==> src/rtl/mag_comp_pkg.sv <==
// Shared definitions for the serial magnitude comparator.
//   state_t   : FSM encoding (IDLE=0, SCAN=1, DONE=2)
//   ceilLog2  : ceiling log2, used to size the slice index and ncmp
package mag_comp_pkg;

  typedef enum logic [1:0] {
    IDLE = 2'd0,
    SCAN = 2'd1,
    DONE = 2'd2
  } state_t;

  function automatic int ceilLog2(input int value);
    int r;
    r = 0;
    while ((1 << r) < value) r++;
    return r;
  endfunction

endpackage

==> src/rtl/mag_slice_cmp.sv <==
// Combinational unsigned compare of one SLICE-bit slice.
// Ports:
//   a, b : slice operands
//   gt   : a > b
//   lt   : a < b   (equality is gt == lt == 0)
module mag_slice_cmp #(
  parameter int SLICE = 4
) (
  input  logic [SLICE-1:0] a,
  input  logic [SLICE-1:0] b,
  output logic             gt,
  output logic             lt
);

  assign gt = (a > b);
  assign lt = (a < b);

endmodule

==> src/rtl/mag_comp_serial.sv <==
// Multi-cycle WIDTH-bit magnitude comparator. Operands are captured on start
// and scanned MSB-first, SLICE bits per clock, stopping at the first slice
// that differs. Signed compares flip the operand MSBs at capture so the
// unsigned slice compare yields two's-complement order.
// Ports:
//   clk, rst          : clock (rising edge), synchronous active-high reset
//   start             : request a compare, accepted only while idle
//   signed_mode       : 1 = two's-complement, 0 = unsigned (sampled with start)
//   A, B              : operands (sampled with start)
//   busy              : high while scanning and in the done cycle
//   done              : one-cycle pulse when results become valid
//   AeqB, AgtB, AltB  : result flags, held until the next accepted start
//   ncmp              : number of slices examined by the last operation
module mag_comp_serial
  import mag_comp_pkg::*;
#(
  parameter int WIDTH = 32,
  parameter int SLICE = 4
) (
  input  logic                                   clk,
  input  logic                                   rst,
  input  logic                                   start,
  input  logic                                   signed_mode,
  input  logic [WIDTH-1:0]                       A,
  input  logic [WIDTH-1:0]                       B,
  output logic                                   busy,
  output logic                                   done,
  output logic                                   AeqB,
  output logic                                   AgtB,
  output logic                                   AltB,
  output logic [ceilLog2(WIDTH/SLICE+1)-1:0]     ncmp
);

  localparam int NSLICE = WIDTH / SLICE;
  localparam int CW     = ceilLog2(NSLICE + 1);
  localparam int IW     = (NSLICE > 1) ? ceilLog2(NSLICE) : 1;

  if (WIDTH % SLICE != 0) begin : gWidthCheck
    $error("mag_comp_serial: WIDTH must be a multiple of SLICE");
  end

  state_t           state, stateNext;
  logic [WIDTH-1:0] ra, rb, raNext, rbNext;
  logic [IW-1:0]    idx, idxNext;
  logic             busyNext, doneNext, eqNext, gtNext, ltNext;
  logic [CW-1:0]    ncmpNext;
  logic [SLICE-1:0] sliceA, sliceB;
  logic             sliceGt, sliceLt;

  // Single comparator shared across all slices; idx selects the operands.
  assign sliceA = ra[idx*SLICE +: SLICE];
  assign sliceB = rb[idx*SLICE +: SLICE];

  mag_slice_cmp #(.SLICE(SLICE)) uSliceCmp (
    .a  (sliceA),
    .b  (sliceB),
    .gt (sliceGt),
    .lt (sliceLt)
  );

  always_comb begin
    stateNext = state;
    raNext    = ra;
    rbNext    = rb;
    idxNext   = idx;
    eqNext    = AeqB;
    gtNext    = AgtB;
    ltNext    = AltB;
    ncmpNext  = ncmp;
    case (state)
      IDLE: begin
        if (start) begin
          raNext = A;
          rbNext = B;
          // Offset-binary: flipping the sign bit maps signed order onto unsigned.
          raNext[WIDTH-1] = A[WIDTH-1] ^ signed_mode;
          rbNext[WIDTH-1] = B[WIDTH-1] ^ signed_mode;
          idxNext   = IW'(NSLICE - 1);
          eqNext    = 1'b0;
          gtNext    = 1'b0;
          ltNext    = 1'b0;
          stateNext = SCAN;
        end
      end
      SCAN: begin
        if (sliceGt || sliceLt || (idx == '0)) begin
          gtNext    = sliceGt;
          ltNext    = sliceLt;
          eqNext    = !sliceGt && !sliceLt;
          ncmpNext  = CW'(NSLICE) - CW'(idx);
          stateNext = DONE;
        end else begin
          idxNext = idx - 1'b1;
        end
      end
      DONE:    stateNext = IDLE;
      default: stateNext = IDLE;
    endcase
    // Outputs are registered from the next state so they align with it.
    busyNext = (stateNext != IDLE);
    doneNext = (stateNext == DONE);
  end

  always_ff @(posedge clk) begin
    if (rst) begin
      state <= IDLE;
      ra    <= '0;
      rb    <= '0;
      idx   <= '0;
      busy  <= 1'b0;
      done  <= 1'b0;
      AeqB  <= 1'b0;
      AgtB  <= 1'b0;
      AltB  <= 1'b0;
      ncmp  <= '0;
    end else begin
      state <= stateNext;
      ra    <= raNext;
      rb    <= rbNext;
      idx   <= idxNext;
      busy  <= busyNext;
      done  <= doneNext;
      AeqB  <= eqNext;
      AgtB  <= gtNext;
      AltB  <= ltNext;
      ncmp  <= ncmpNext;
    end
  end

endmodule

==> config.mk <==
export PLATFORM = sky130hd
export DESIGN_NAME = mag_comp_serial
export DESIGN_NICKNAME = d
export VERILOG_FILES = /design/src/rtl/mag_comp_pkg.sv /design/src/rtl/mag_slice_cmp.sv /design/src/rtl/mag_comp_serial.sv
export SDC_FILE = /design/constraint.sdc
export NUM_CORES = 1
export LEC_CHECK = 0
export ABC_AREA = 1
export BUFFER_PORTS_ARGS = -buffer_cell sky130_fd_sc_hd__buf_4
export CAP_MARGIN = 10
export CORE_ASPECT_RATIO = 1.5
export CORE_MARGIN = 2
export CORE_UTILIZATION = 54
export DETAILED_ROUTE_END_ITERATION = 8
export HOLD_SLACK_MARGIN = 0.1
export MAX_ROUTING_LAYER = met4
export PLACE_DENSITY = 0.78
export SLEW_MARGIN = 40
export SYNTH_ARGS = -nofsm -noshare
export SYNTH_HDL_FRONTEND = slang
export SYNTH_SLANG_ARGS = --single-unit
==> constraint.sdc <==
create_clock -name clk -period 2.8 [get_ports clk]
set_input_delay 0.56 -clock clk [delete_from_list [all_inputs] [get_ports clk]]
set_output_delay 0.56 -clock clk [all_outputs]
set_load 0.005 [all_outputs]
# Word level (Yosys, flattened, before mapping)
# Cells that the tools add are included.
[totals] word_cells=49 latch_bits=0 romBits=0 ram_bits=0 reg_bits=78 output_inout_bits=9 memories=0
[classes] n_div=0 multipliers=0 shift=2 addsub=2 n_mux=13 eq_ne=5 reduce_logical=13 magnitude_cmp=2 n_bitwise=2
[ops] op="variable part select 32 x 6 -> 4 bit" n=2
[ops] op="2-to-1 mux 3 bit" n=2
[ops] op="!= test 2 bit, second input constant" n=3
[ops] op="one-hot mux 1 bit (2 select lines)" n=3
[ops] op="one-hot mux 3 bit (2 select lines)" n=1
[ops] op="AND reduction 3 bit" n=2
[ops] op="> comparator 4 bit" n=1
[ops] op="< comparator 4 bit" n=1
[ops] op="2-to-1 mux 1 bit" n=4
[ops] op="2-to-1 mux 2 bit" n=2
[ops] op="one-hot mux 2 bit (2 select lines)" n=1
[ops] op="AND reduction 2 bit" n=2
[ops] op="nonzero test 2 bit" n=2
[ops] op="subtractor 4 x 3 -> 4 bit, first input constant" n=1
[ops] op="zero test 3 bit" n=1
[ops] op="subtractor 3 x 1 -> 3 bit, second input constant" n=1
[ops] op="== test 2 x 1 -> 1 bit, second input constant" n=1
[ops] op="== test 2 bit, second input constant" n=1
[ops] op="zero test 1 bit" n=2
[ops] op="zero test 2 bit" n=1
[ops] op="logical OR 1 bit" n=2
[ops] op="bitwise XOR 1 bit" n=2
[ops] op="logical AND 1 bit" n=1

# Longest topological paths before layout
[depth] ltp_word=7 depth_mapped=19

# Cells and area by module
# Synthesis repeated with hierarchy kept, for this count alone.
[unflattened] hier_cells=535 hier_area_um2=3604.7
[modules_own_cells] module="mag_comp_serial" seq_area_each_um2=1561.5 cells_per_inst=515 area_each_um2=3489.6 instances=1
[modules_own_cells] module="mag_slice_cmp" seq_area_each_um2=0.0 cells_per_inst=20 area_each_um2=115.1 instances=1

# Worst setup path after synthesis
# Ideal clock, no wire load.
[synth_timing] path_kind="register to register" start="reg idx[0]" end="reg AeqB" synth_period_minus_slack_ns=2.104 t_required_ns=2.685 setup_slack_ns=0.696 setup_time_ns=0.115 arrival_time_ns=1.989 stages_incl_launch_ff=15 path_buffers=3 cell_sequence="dfxtp_1 -> buf_4 -> inv_1 -> buf_4 -> nor2_1 -> o221ai_1 -> o21ai_0 -> ha_1 -> a21oi_1 -> nand2_2 -> nand3_1 -> nand2_2 -> buf_6 -> a21oi_1 -> nor2_1"
[synth_between] elab_chain_cells=6
[synth_lines] element="start: declaration" line_no="mag_comp_serial.sv:44" rtl="logic [IW-1:0] idx, idxNext;"
[synth_lines] element="start signal: assignment" line_no="mag_comp_serial.sv:120" rtl="idx <= idxNext;"
[synth_lines] element="variable part select 32 x 6 -> 4 bit (on tied branches)" line_no="mag_comp_serial.sv:51, mag_comp_serial.sv:52"
[synth_lines] element="> comparator 4 bit / < comparator 4 bit (equally long branches)" line_no="mag_slice_cmp.sv:15, mag_slice_cmp.sv:16"
[synth_lines] element="zero test 1 bit / logical OR 1 bit (equally long branches)" line_no="mag_comp_serial.sv:89, mag_comp_serial.sv:86"
[synth_lines] element="logical AND 1 bit / logical OR 1 bit (equally long branches)" line_no="mag_comp_serial.sv:89, mag_comp_serial.sv:86"
[synth_lines] element="2-to-1 mux 1 bit / != test 2 bit (equally long branches)"
[synth_lines] element="one-hot mux 1 bit (2 select lines) / AND reduction 3 bit (equally long branches)"
[synth_lines] element="end signal: assignment" line_no="mag_comp_serial.sv:123" rtl="AeqB <= eqNext;"
[synth_lines] element="end: declaration" line_no="mag_comp_serial.sv:28" rtl="output logic AeqB,"
# Several ways; a longest one is shown, not always the timed one. The select of a mux whose other input is x is not followed.
# A chain may end at the register's enable or synchronous reset.

# Worst setup path after layout
[layout_timing] start="reg idx[1]" end="reg ncmp[2]"
[layout_between] elab_chain_cells=5
[layout_lines] element="variable part select 32 x 6 -> 4 bit (on tied branches)" line_no="mag_comp_serial.sv:51, mag_comp_serial.sv:52"
[layout_lines] element="> comparator 4 bit / < comparator 4 bit (equally long branches)" line_no="mag_slice_cmp.sv:15, mag_slice_cmp.sv:16"
[layout_lines] element="logical OR 1 bit (2 in a row)" line_no="mag_comp_serial.sv:86" rtl="if (sliceGt || sliceLt || (idx == '0)) begin"
[layout_lines] element="AND reduction 2 bit (no source line)"
[layout_lines] element="end signal: assignment" line_no="mag_comp_serial.sv:126" rtl="ncmp <= ncmpNext;"
[layout_lines] element="end: declaration" line_no="mag_comp_serial.sv:31" rtl="output logic [ceilLog2(WIDTH/SLICE+1)-1:0] ncmp"
# Several ways; a longest one is shown, not always the timed one.

==> flow_metrics.py <==
metrics = {
    "synth": {
        "synth_area_um2": 3410,
        "synth_top_area_share_pct": 45.8,
        "async_reset_ff_share_pct": 0,
        "synth_edf_count": 0,
        "synth_fp_nets": 555,
        "synth_top_cell_by_area": "dfxtp_1",
        "synthFlopType": "dfxtp_1",
        "ys_seq_area_share_pct": 45.8,
        "synth.distinct_cells": 24,
        "synth-seq-cells": 78,
        "avgSynthCellArea_um2": 7.08,
        "synth_cells": 481,
        "synthTopCellsByArea": "dfxtp_1, nor2_1, o21ai_0",
        "yosysWarnings": 0,
    },
    "global_route": {
        "met1_usage_pct": 29.0,
        "grtUsageTotal_pct": 26.0,
        "global_route.usage.met3_pct": 6.22,
        "antenna_found_initial": 0,
        "grt_pass1_wl_mm": 13.4,
        "grt_max_degree": 40,
        "grt_overflow": 0,
        "grt_pass1_vias": 3087,
        "grt_util_met2_pct": 43.9,
        "grt.busiest_layer": "met2",
    },
    "worst_setup_path": {
        "cp.arrival_ps": 2720,
        "crit_type": "register to register",
        "cp_top_family": "simple AND/OR/NAND/NOR gates",
        "worstSetupStartpointType": "register",
        "slowest_stage": "inv_1",
        "path_max_fanout": 17,
        "path_cells": "inv_1 -> o21ai_0 -> o22ai_1 -> nand2_1 -> nand2_1 -> ha_1 -> nand2_2 -> inv_1 -> nand2_1 -> nand2_2 -> nand3_1 -> nand2_2 -> nor2_1 -> nand2_1 -> nand2_1",
        "cpPeakStageDelay_ps": 340,
        "end_kind": "register",
        "crit_top_cell": "nand2_1",
        "crit_required_ps": 3100,
        "crit_buf_inv": 2,
    },
    "layout": {
        "multi_input_area_um2": 1610,
        "final_cell_mix": "nor2_1, o21ai_0, buf_4, dfxtp_1, nand2_1",
        "final_common_cell": "nor2_1",
        "syn2layout_area_growth_pct": 22.2,
        "finalNetCount": 618,
        "seq_area_um2": 1560,
        "fillers": 554,
        "drive_above_1_share_pct": 19.1,
        "diodes": 0,
    },
    "clocking": {
        "clock_tree.root_cell": "clkbuf_8",
        "clock_sinks": 78,
        "numCtsBuffers": 9,
        "max-clock-path-buffers": 2,
        "cts_tree": "built",
        "clock_latency_ps": 360,
        "cts_resized": 0,
        "cts_max_level": 3,
        "cts.reportedPaths.clkPinSlew_ps": 70,
        "postCtsHoldBufs": 0,
        "postCtsSetupRepairBufs": 0,
    },
    "pwr": {
        "powerDensity_nw_per_um2": 645,
        "p_clk_share_pct": 31.6,
        "power_w": 0.00268,
        "peakVddDrop_v": 0.000372,
        "p_int_w": 0.00189,
        "combPwrFrac_pct": 20.9,
        "p_seq_share_pct": 47.5,
        "switching_share_pct": 29.6,
        "p_leak_nw": 1.88,
        "power_switching_w": 0.000796,
    },
    "placement": {
        "port_buffers": 76,
        "gp_congestion": 0.891,
        "dp_hpwl_mm": 5.84,
    },
    "timing": {
        "fin_skew_ps": 10.1,
        "fin_crit_sh_pct": 86.3,
        "period_needed_ps": 2420,
        "relSlewSlack_pct": 68.3,
        "finalHoldViolations": 0,
        "fin_tns_setup_ps": 0,
        "worst_pin_slew_ps": 475,
        "rsz0062_at_grt": "no",
        "finalSetupViolCount": 0,
        "fmax_ghz": 0.414,
        "finalMaxSlewViolations": 0,
    },
    "route": {
        "drc": 0,
        "drt-pass1-iter-count": 4,
        "drt_first_iter_violations": 209,
        "postRouteWirelength_mm": 8.16,
        "via_per_inst": 5.30,
        "vias": 3303,
        "wl_per_cell_um": 13.1,
        "ant_nets": 0,
    },
    "floorplanning": {
        "die_x_um": 68.8,
        "start_util_pct": 55.6,
        "ios": 77,
        "die_height_um": 101,
        "core-area_um2": 6130,
        "die_area_um2": 6970,
        "rows": 35,
    },
    "status": {
        "status": "finished, final reports clean",
    },
    "job": {
        "maxCapViolations": 0,
    },
    "hold_path": {
        "hp-class": "input pin to register",
    },
}
-- final cells by class --
| type | count | area share, % |
|---|---|---|
| clock buffers | 11 | 3.40 |
| repair buffers | 85 | 15.3 |
| flip-flops and latches | 78 | 37.5 |
| multi-input cells | 354 | 38.6 |
| clock inverters | 5 | 1.41 |
| well taps | 74 | 2.23 |
| inverters | 16 | 1.44 |
-- cells in the mapped netlist (5+ instances only) --
| library cell | count |
|---|---|
| buf_2 | 5 |
| o22ai_1 | 12 |
| ha_1 | 6 |
| nand2_1 | 32 |
| nand3_1 | 7 |
| dfxtp_1 | 78 |
| clkbuf_1 | 16 |
| inv_1 | 14 |
| nor2_1 | 176 |
| o21ai_0 | 99 |
| a21oi_1 | 5 |
| buf_4 | 10 |
-- routing by layer --
metal	up-vias	share of wire (%)
met5	-	0
met1	1489	41
met4	0	1.9
met2	102	52
met3	16	4.9
li1	1696	-
-- per-stage QoR --
step | utilization, % | hold WS (ps) | instance area [um2] | cells | setup WS [ps]
global route | 67.9 | 403 | 4160 | 623 | 33.8
CTS | 67.9 | 403 | 4160 | 623 | 389
floorplan | - | 450 | 3410 | 481 | 696
detailed placement | 64.6 | 468 | 3960 | 607 | 409
global placement | 64.6 | 461 | 3960 | 607 | 519
finish | 67.9 | 410 | 4160 | 623 | 383
-- flip-flops by register name, indices dropped and copies added, names as in the netlist --
register	count
ra	32
rb	32
ncmp	4
idx	3
state	2
AeqB	1
AgtB	1
AltB	1
busy	1
done	1
-- power by group through the flow --
stage          combinational [W]  clock [W]  sequential, W
5_1_grt                 0.000643   0.000898        0.00129
4_1_cts                 0.000562   0.000856        0.00127
3_3_place_gp            0.000544          0        0.00130
3_5_place_dp            0.000559          0        0.00130
2_1_floorplan           0.000400          0        0.00128
6_report                0.000560   0.000848        0.00128
-- path summary, 6_finish.rpt --
path                            endpoint    start  slack, ps  cells past startpoint
worst min register to register   ncmp[0]  ncmp[0]        480                      2
worst max-delay path             ncmp[2]   idx[1]        380                     15
worst min-delay path            state[0]      rst        410                      2
worst max register to register   ncmp[2]   idx[1]        380                     15
-- kinds of logic (layout without fill, tap and decap cells) --
family                     Yosys count  count (layout)  synth area share [%]
AOI/OAI and AO/OA                  125             125                  19.5
buffers and inverters               49             117                  6.94
adders and majority gates            6               6                  2.20
and+or+nand+nor                    221             221                  25.0
xor gates and xnor gates             2               2                 0.514
DFF                                 78              78                  45.8
-- worst register-to-register path: stages, from the launching register on --
cell and delay (ps):
dfxtp_1 310, inv_1 340, o21ai_0 170, o22ai_1 200, nand2_1 70, nand2_1 90
ha_1 260, nand2_2 90, inv_1 40, nand2_1 70, nand2_2 80, nand3_1 90
nand2_2 160, nor2_1 240, nand2_1 80, nand2_1 60
(Power assumes the default switching activity.)
